**src/rtl/store_drain.sv**
```systemverilog
// store_drain: retires ROB-committed stores from the store buffer head
// into data memory over a req/ack handshake, one store in flight at a
// time, with a timeout-driven retry of stalled requests.
module store_drain #(
    parameter int ADDR_WIDTH     = 16,
    parameter int DATA_WIDTH     = 16,
    parameter int ROB_ADDR_WIDTH = 4,
    parameter int COMMIT_DEPTH   = 8,
    parameter int TIMEOUT        = 15,
    localparam int PEND_WIDTH    = $clog2(COMMIT_DEPTH + 1)
) (
    input  logic                      clk,
    input  logic                      rst,
    input  logic                      sb_valid,
    input  logic                      sb_ready,
    input  logic [ROB_ADDR_WIDTH-1:0] sb_rob_addr,
    input  logic [ADDR_WIDTH-1:0]     sb_addr,
    input  logic [DATA_WIDTH-1:0]     sb_data,
    output logic                      sb_pop,
    input  logic                      commit_valid,
    output logic                      mem_req,
    output logic [ADDR_WIDTH-1:0]     mem_addr,
    output logic [DATA_WIDTH-1:0]     mem_data,
    input  logic                      mem_ack,
    output logic [PEND_WIDTH-1:0]     pending,
    output logic                      busy,
    output logic                      overflow,
    output logic [7:0]                retries
);

    localparam int TIMER_WIDTH = $clog2(TIMEOUT + 1);

    typedef enum logic [1:0] {
        IDLE,
        REQ,
        RETRY
    } state_t;

    state_t                    state;
    state_t                    next_state;
    logic [TIMER_WIDTH-1:0]    timer;
    logic [ROB_ADDR_WIDTH-1:0] inflight_rob;
    logic                      start;
    logic                      timed_out;
    logic                      commit_at_full;

    // A committed store can be issued only once the head has address and data.
    assign start          = (pending != '0) && sb_valid && sb_ready;
    assign timed_out      = (timer == TIMER_WIDTH'(TIMEOUT - 1));
    assign commit_at_full = commit_valid && !sb_pop &&
                            (pending == PEND_WIDTH'(COMMIT_DEPTH));

    // State register.
    always_ff @(posedge clk) begin
        if (rst) begin
            state <= IDLE;
        end else begin
            state <= next_state;
        end
    end

    // Next-state logic: issue, wait for ack, back off one cycle on timeout.
    always_comb begin
        next_state = state;
        case (state)
            IDLE: begin
                if (start) begin
                    next_state = REQ;
                end
            end
            REQ: begin
                if (mem_ack) begin
                    next_state = IDLE;
                end else if (timed_out) begin
                    next_state = RETRY;
                end
            end
            RETRY: begin
                next_state = REQ;
            end
            default: begin
                next_state = IDLE;
            end
        endcase
    end

    // Outputs decoded from state; the pop fires in the same cycle as the ack.
    always_comb begin
        sb_pop = (state == REQ) && mem_ack;
        busy   = (state != IDLE);
    end

    // Registered request plus the address/data/ROB tag latched at issue.
    always_ff @(posedge clk) begin
        if (rst) begin
            mem_req      <= 1'b0;
            mem_addr     <= '0;
            mem_data     <= '0;
            inflight_rob <= '0;
        end else begin
            mem_req <= (next_state == REQ);
            if (state == IDLE && start) begin
                mem_addr     <= sb_addr;
                mem_data     <= sb_data;
                inflight_rob <= sb_rob_addr;
            end
        end
    end

    // Cycles spent in the current request attempt; cleared outside REQ.
    always_ff @(posedge clk) begin
        if (rst) begin
            timer <= '0;
        end else if (state == REQ && !mem_ack && !timed_out) begin
            timer <= timer + 1'b1;
        end else begin
            timer <= '0;
        end
    end

    // Saturating count of timeout retries.
    always_ff @(posedge clk) begin
        if (rst) begin
            retries <= '0;
        end else if (state == REQ && !mem_ack && timed_out && retries != 8'hFF) begin
            retries <= retries + 8'd1;
        end
    end

    // Committed-but-unwritten count; a commit into a full counter is lost and flagged.
    always_ff @(posedge clk) begin
        if (rst) begin
            pending  <= '0;
            overflow <= 1'b0;
        end else if (commit_at_full) begin
            overflow <= 1'b1;
        end else if (commit_valid && !sb_pop) begin
            pending <= pending + 1'b1;
        end else if (!commit_valid && sb_pop) begin
            pending <= pending - 1'b1;
        end
    end

    // The store being retired must still be the one at the buffer head.
    property p_pop_same_head;
        @(posedge clk) disable iff (rst) sb_pop |-> (sb_rob_addr == inflight_rob);
    endproperty
    assert property (p_pop_same_head);

endmodule

```
**config.mk**
```make
export PLATFORM = sky130hd
export DESIGN_NAME = store_drain
export DESIGN_NICKNAME = d
export VERILOG_FILES = /design/src/rtl/store_drain.sv
export SDC_FILE = /design/constraint.sdc
export NUM_CORES = 1
export LEC_CHECK = 0
export CORE_ASPECT_RATIO = 1.75
export CORE_MARGIN = 2
export CORE_UTILIZATION = 47
export CTS_BUF_LIST = sky130_fd_sc_hd__clkbuf_4 sky130_fd_sc_hd__clkbuf_8
export CTS_CLUSTER_SIZE = 30
export DETAILED_ROUTE_END_ITERATION = 8
export HOLD_SLACK_MARGIN = 0.05
export MAX_ROUTING_LAYER = met4
export PLACE_DENSITY = 0.95
export SYNTH_ARGS = -nofsm -noshare
export SYNTH_HDL_FRONTEND = slang
export SYNTH_SLANG_ARGS = --single-unit
```
**constraint.sdc**
```tcl
create_clock -name clk -period 4.9 [get_ports clk]
set_clock_uncertainty 0.1 [all_clocks]
set_input_delay 0.98 -clock clk [delete_from_list [all_inputs] [get_ports clk]]
set_output_delay 0.98 -clock clk [all_outputs]
set_load 0.01 [all_outputs]
```
Yosys cells after proc, flatten, opt, wreduce, memory -nomap -nowiden. Index checks and enable logic that the tools add are counted.

Input bits: 42. Latch bits: 0. Flip-flop bits (word level): 52. Memories kept: 0. Output and inout bits: 48. ROM bits: 0. Memory bits (writable): 0.

Reductions and logical operators: 21. Shift-type cells: 0. Eq/ne operators: 6. Muxes and demuxes: 6. $mul: 0. Add/sub/neg operators: 4. Bitwise operators: 2. Divide/modulo/power cells: 0. $lt $le $gt $ge: 0.

Operators by type and width (count): 1-bit logical AND (11); 4-bit by 1-bit adder with 4-bit output, second input constant (2); 8-bit by 1-bit adder with 8-bit output, second input constant (1); 4-bit == test, second input constant (2); 4-bit two-way mux (2); 8-bit != test, second input constant (1); 2-bit two-way mux (3); 2-bit one-hot mux with 3 select lines (1); 2-bit by 1-bit == test with 1-bit output, second input constant (2); 1-bit zero test (4); 2-bit nonzero test (2); 4-bit nonzero test (1); 4-bit by 1-bit subtractor with 4-bit output, second input constant (1); 2-bit == test, second input constant (1); 2-bit zero test (1); 1-bit NOT (2); 2-bit AND reduction (1); 2-bit OR reduction (1).

Longest topological paths before layout.
Word-level depth: 7. Depth in mapped cells: 7. Depth with buffers taken out: 7.

Worst setup path before layout. OpenSTA, ideal clock, no wires.

Kind: input to register. Start point: input port mem_ack. End point: register pending[3]. Arrival: 2.246 ns. Stages: 7. Path buffers: 0. Path slack: 2.483 ns. Cells stage by stage: nand3b_1 -> nand2_1 -> ha_1 -> a21o_1 -> a21oi_1 -> mux2i_1 -> o2bb2ai_1.

Cells in the longest elaborated chain, start to end: 6. Elaborated cells between the ends (all ways): 9.

RTL lines: from (decl) (line 24) `input logic mem_ack,`; 1-bit logical AND (*) (line 89) `sb_pop = (state == REQ) && mem_ack;`; 1-bit zero test (line 50, 137); 1-bit logical AND (line 50, 137); 1-bit logical AND (line 50) `assign commit_at_full = commit_valid && !sb_pop &&`; 1-bit NOT (no source line); 2-bit AND reduction (no source line); to (signal assigned) (line 138) `pending <= pending + 1'b1;`; to (signal assigned) (line 140) `pending <= pending - 1'b1;`; to (decl) (line 25) `output logic [PEND_WIDTH-1:0] pending,`.

Mark *: on every way between the ends. The rest lies on a longest branch, timed or not. A chain may end at the register's enable or synchronous reset.

Final worst setup path.
Start point: input port mem_ack. End point: output port sb_pop.

Cells in the longest elaborated chain, start to end: 1.

RTL lines: 1-bit logical AND (line 89); to (decl) (line 19) `output logic sb_pop,`.

Every way passes these cells.

==> summary.md <==
| Metric | Value |
|---|---|
| Outcome | `complete, no violations` |
| CTS Sinks | `52` |
| Worst hold-check path type | `reg -> reg` |
| Starting DRT DRC Count | `44` |
| Largest net degree at the start of global routing | `51` |
| Max Clock Freq | `289 MHz` |
| Leakage | `1.07 nW` |
| Worst slew pin tran | `1.17 ns` |
| P per Cell Area | `296 mW/mm^2` |
| Post-synth EDFFs | `0` |
| Gate Count Post-Synth | `246` |
| Final period util | `70.6%` |
| All-Layer GR Usage | `22.5%` |
| Core area | `0.00432 mm^2` |
| Total CTS buffers | `5` |
| FF+latch area | `0.00104 mm^2` |
| Dpl cells | `370` |
| CP Data Required Time | `3.82 ns` |
| Logic pwr share | `20.5%` |
| Crit start category | `input port` |
| Std cell rows | `32` |
| Final hold violations | `0` |
| Seq pwr share | `51.8%` |
| Final GP Congestion | `0.818` |
| Vias in the first global route | `1822` |
| Initial antenna violation count | `0` |
| Synth unique cells | `37` |
| Via density | `5.18` |
| Post-synth top area share | `49.8%` |
| Vias | `1959` |
| DR WL/cell | `13.8 um` |
| Clock power share | `27.7%` |
| Pre-CTS WS | `1.46 ns` |
| Die ar. | `0.00502 mm^2` |
| Non-Filler Instances | `378` |
| Post-DP HPWL | `3630 um` |
| Post-cts sizing count | `0` |
| # IOs | `90` |
| Fraction of registers with async set/reset | `0%` |
| Yosys warning count | `0` |
| Die width | `54.4 um` |
| Worst VDD drop | `251 uV` |
| Setup TNS | `0 ns` |
| # diodes | `0` |
| ANT nets after route | `0` |
| Worst hold slack | `0.358 ns` |
| Worst setup margin | `1.44 ns` |
| Synthesis-stage register bit count | `52` |
| Drt first pass iters | `4` |
| DIE HEIGHT | `92.3 um` |
| Area delta synth->final | `45.6%` |
| Sw Ratio | `26.2%` |
| Ranking of synthesized cells by area | `dfxtp_1 50%, nand2_1 12%, a21oi_1 9.6%` |
| Syn Area/Cell | `8.50 um^2` |
| Syn Nets | `294` |
| First-pass GRT wire length | `8080 um` |
| WHS Path Cells | `2` |
| Hold Buf Count CTS | `0` |
| Starting Density | `48.4%` |
| Clock-pin slew of the registers on the worst-case setup and hold paths | `0.08 ns` |
| Post-CTS Setup Inserts | `0` |
| CP Class | `in -> out` |
| Final nets | `374` |
| Root buf cell | `clkbuf_8` |
| Multi-input logic area | `987 um^2` |
| Worst EP arrival | `2.38 ns` |
| TritonCTS clock tree | `done` |
| Max Slew Vio Count | `0` |
| Worst relative slew slack | `22.0%` |
| Skew-Pair Late Insertion Delay | `0.29 ns` |
| DRC Markers | `0` |
| Most common cell in the synthesized netlist | `nand2_1` |
| Crit path capture type | `output port` |
| Synth Cell Area | `0.00209 mm^2` |
| Setup Viol. Count Final | `0` |
| Switch Pwr | `0.236 mW` |
| Worst Path Max Fanout | `5` |
| Int Pwr | `0.667 mW` |
| Post-synth top flop | `dfxtp_1` |
| Yosys top cell by area | `dfxtp_1` |
| Clock Path Buffers | `2` |
| GRT overflow | `0` |
| Worst R2R Path Depth | `4` |
| Routed WL | `5200 um` |
| Minimum clock period | `3.46 ns` |
| Sequential area share after synthesis | `49.8%` |
| RSZ-0062 raised after global routing | `false` |
| Post-synth top cells | `67 x nand2_1, 52 x dfxtp_1, 40 x a21oi_1` |
| Buffers on Ports | `85` |
| H-tree depth | `2` |
| Worst reg-to-reg setup slack | `2.55 ns` |
| Layout cells sized above 1 | `4.59%` |
| Max-Cap Viols | `0` |
| # fillers | `341` |
| Final design utilization | `70.5%` |
[logic make-up after synthesis]
family,share of synthesized area [%]
muxes,0.957
DFF,49.8
adders and majority gates,3.95
xor gates and xnor gates,2.09
buffers and inverters,3.35
and+or+nand+nor,24.4
AOI/OAI and AO/OA,15.5
[final timing paths]
path,from,endpoint
max reg2reg,pending[0]$_SDFFE_PP0P_,mem_data[14]$_SDFFE_PP0P_
min,mem_data[4]$_SDFFE_PP0P_,mem_data[4]$_SDFFE_PP0P_
max,mem_ack,sb_pop
min reg2reg,mem_data[4]$_SDFFE_PP0P_,mem_data[4]$_SDFFE_PP0P_
[worst max-delay path, stage by stage]
cell,delay [ns]
clkdlybuf4s50_1,0.52
nand3b_1,0.19
inv_1,0.15
clkdlybuf4s50_1,0.54
[registers in the layout (all words and copies together), names as in the netlist]
register  flops
mem_data     16
pending       4
mem_addr     16
overflow      1
mem_req       1
retries       8
state         2
timer         4
[power groups by stage]
| stage | clock (mW) | sequential (mW) | combinational (mW) |
|---|---|---|---|
| after global placement | 0 | 0.476 | 0.183 |
| after global routing | 0.275 | 0.471 | 0.204 |
| after CTS | 0.257 | 0.468 | 0.187 |
| final | 0.250 | 0.468 | 0.185 |
| after floorplan | 0 | 0.486 | 0.0790 |
| after detailed placement | 0 | 0.478 | 0.186 |
[cells in the final DEF (no fill, tap or decap), types with 2 or more instances in the layout]
| cell type | instances |
|---|---|
| nand3b_1 | 3 |
| xor2_1 | 4 |
| inv_1 | 3 |
| a21oi_1 | 40 |
| ha_1 | 5 |
| clkbuf_8 | 6 |
| nand3_1 | 9 |
| or4_1 | 2 |
| nor2_1 | 13 |
| or3_2 | 2 |
| clkdlybuf4s50_1 | 84 |
| or3_1 | 2 |
| o31ai_1 | 4 |
| nand2_1 | 67 |
| o21ai_0 | 5 |
| nor3b_1 | 2 |
| dfxtp_1 | 52 |
| mux2i_1 | 2 |
| nor3_1 | 2 |
[metal layers]
layer  part of all wire (%)  global-route usage, %  up-vias
li1                       -                      -      994
met1                     38                   22.3      896
met2                     56                   41.1       65
met3                    4.4                   3.58        4
met4                    1.6                   8.33        0
met5                      0                      -        -
[metrics by stage]
step,cell area [um^2],power [mW]
final,3050,0.903
after global routing,3050,0.950
after CTS,3050,0.912
after detailed placement,2950,0.663
after global placement,2950,0.659
after floorplan,2090,0.565
[cell type report]
class,instances,share of cell area [%]
clock inverters,1,0.246
clock buffers,7,2.96
inverters,3,0.370
multi-input cells,179,32.4
flip-flops and latches,52,34.2
well taps,51,2.09
repair buffers,85,27.8
Note: power is estimated with default switching activity, not from simulation.
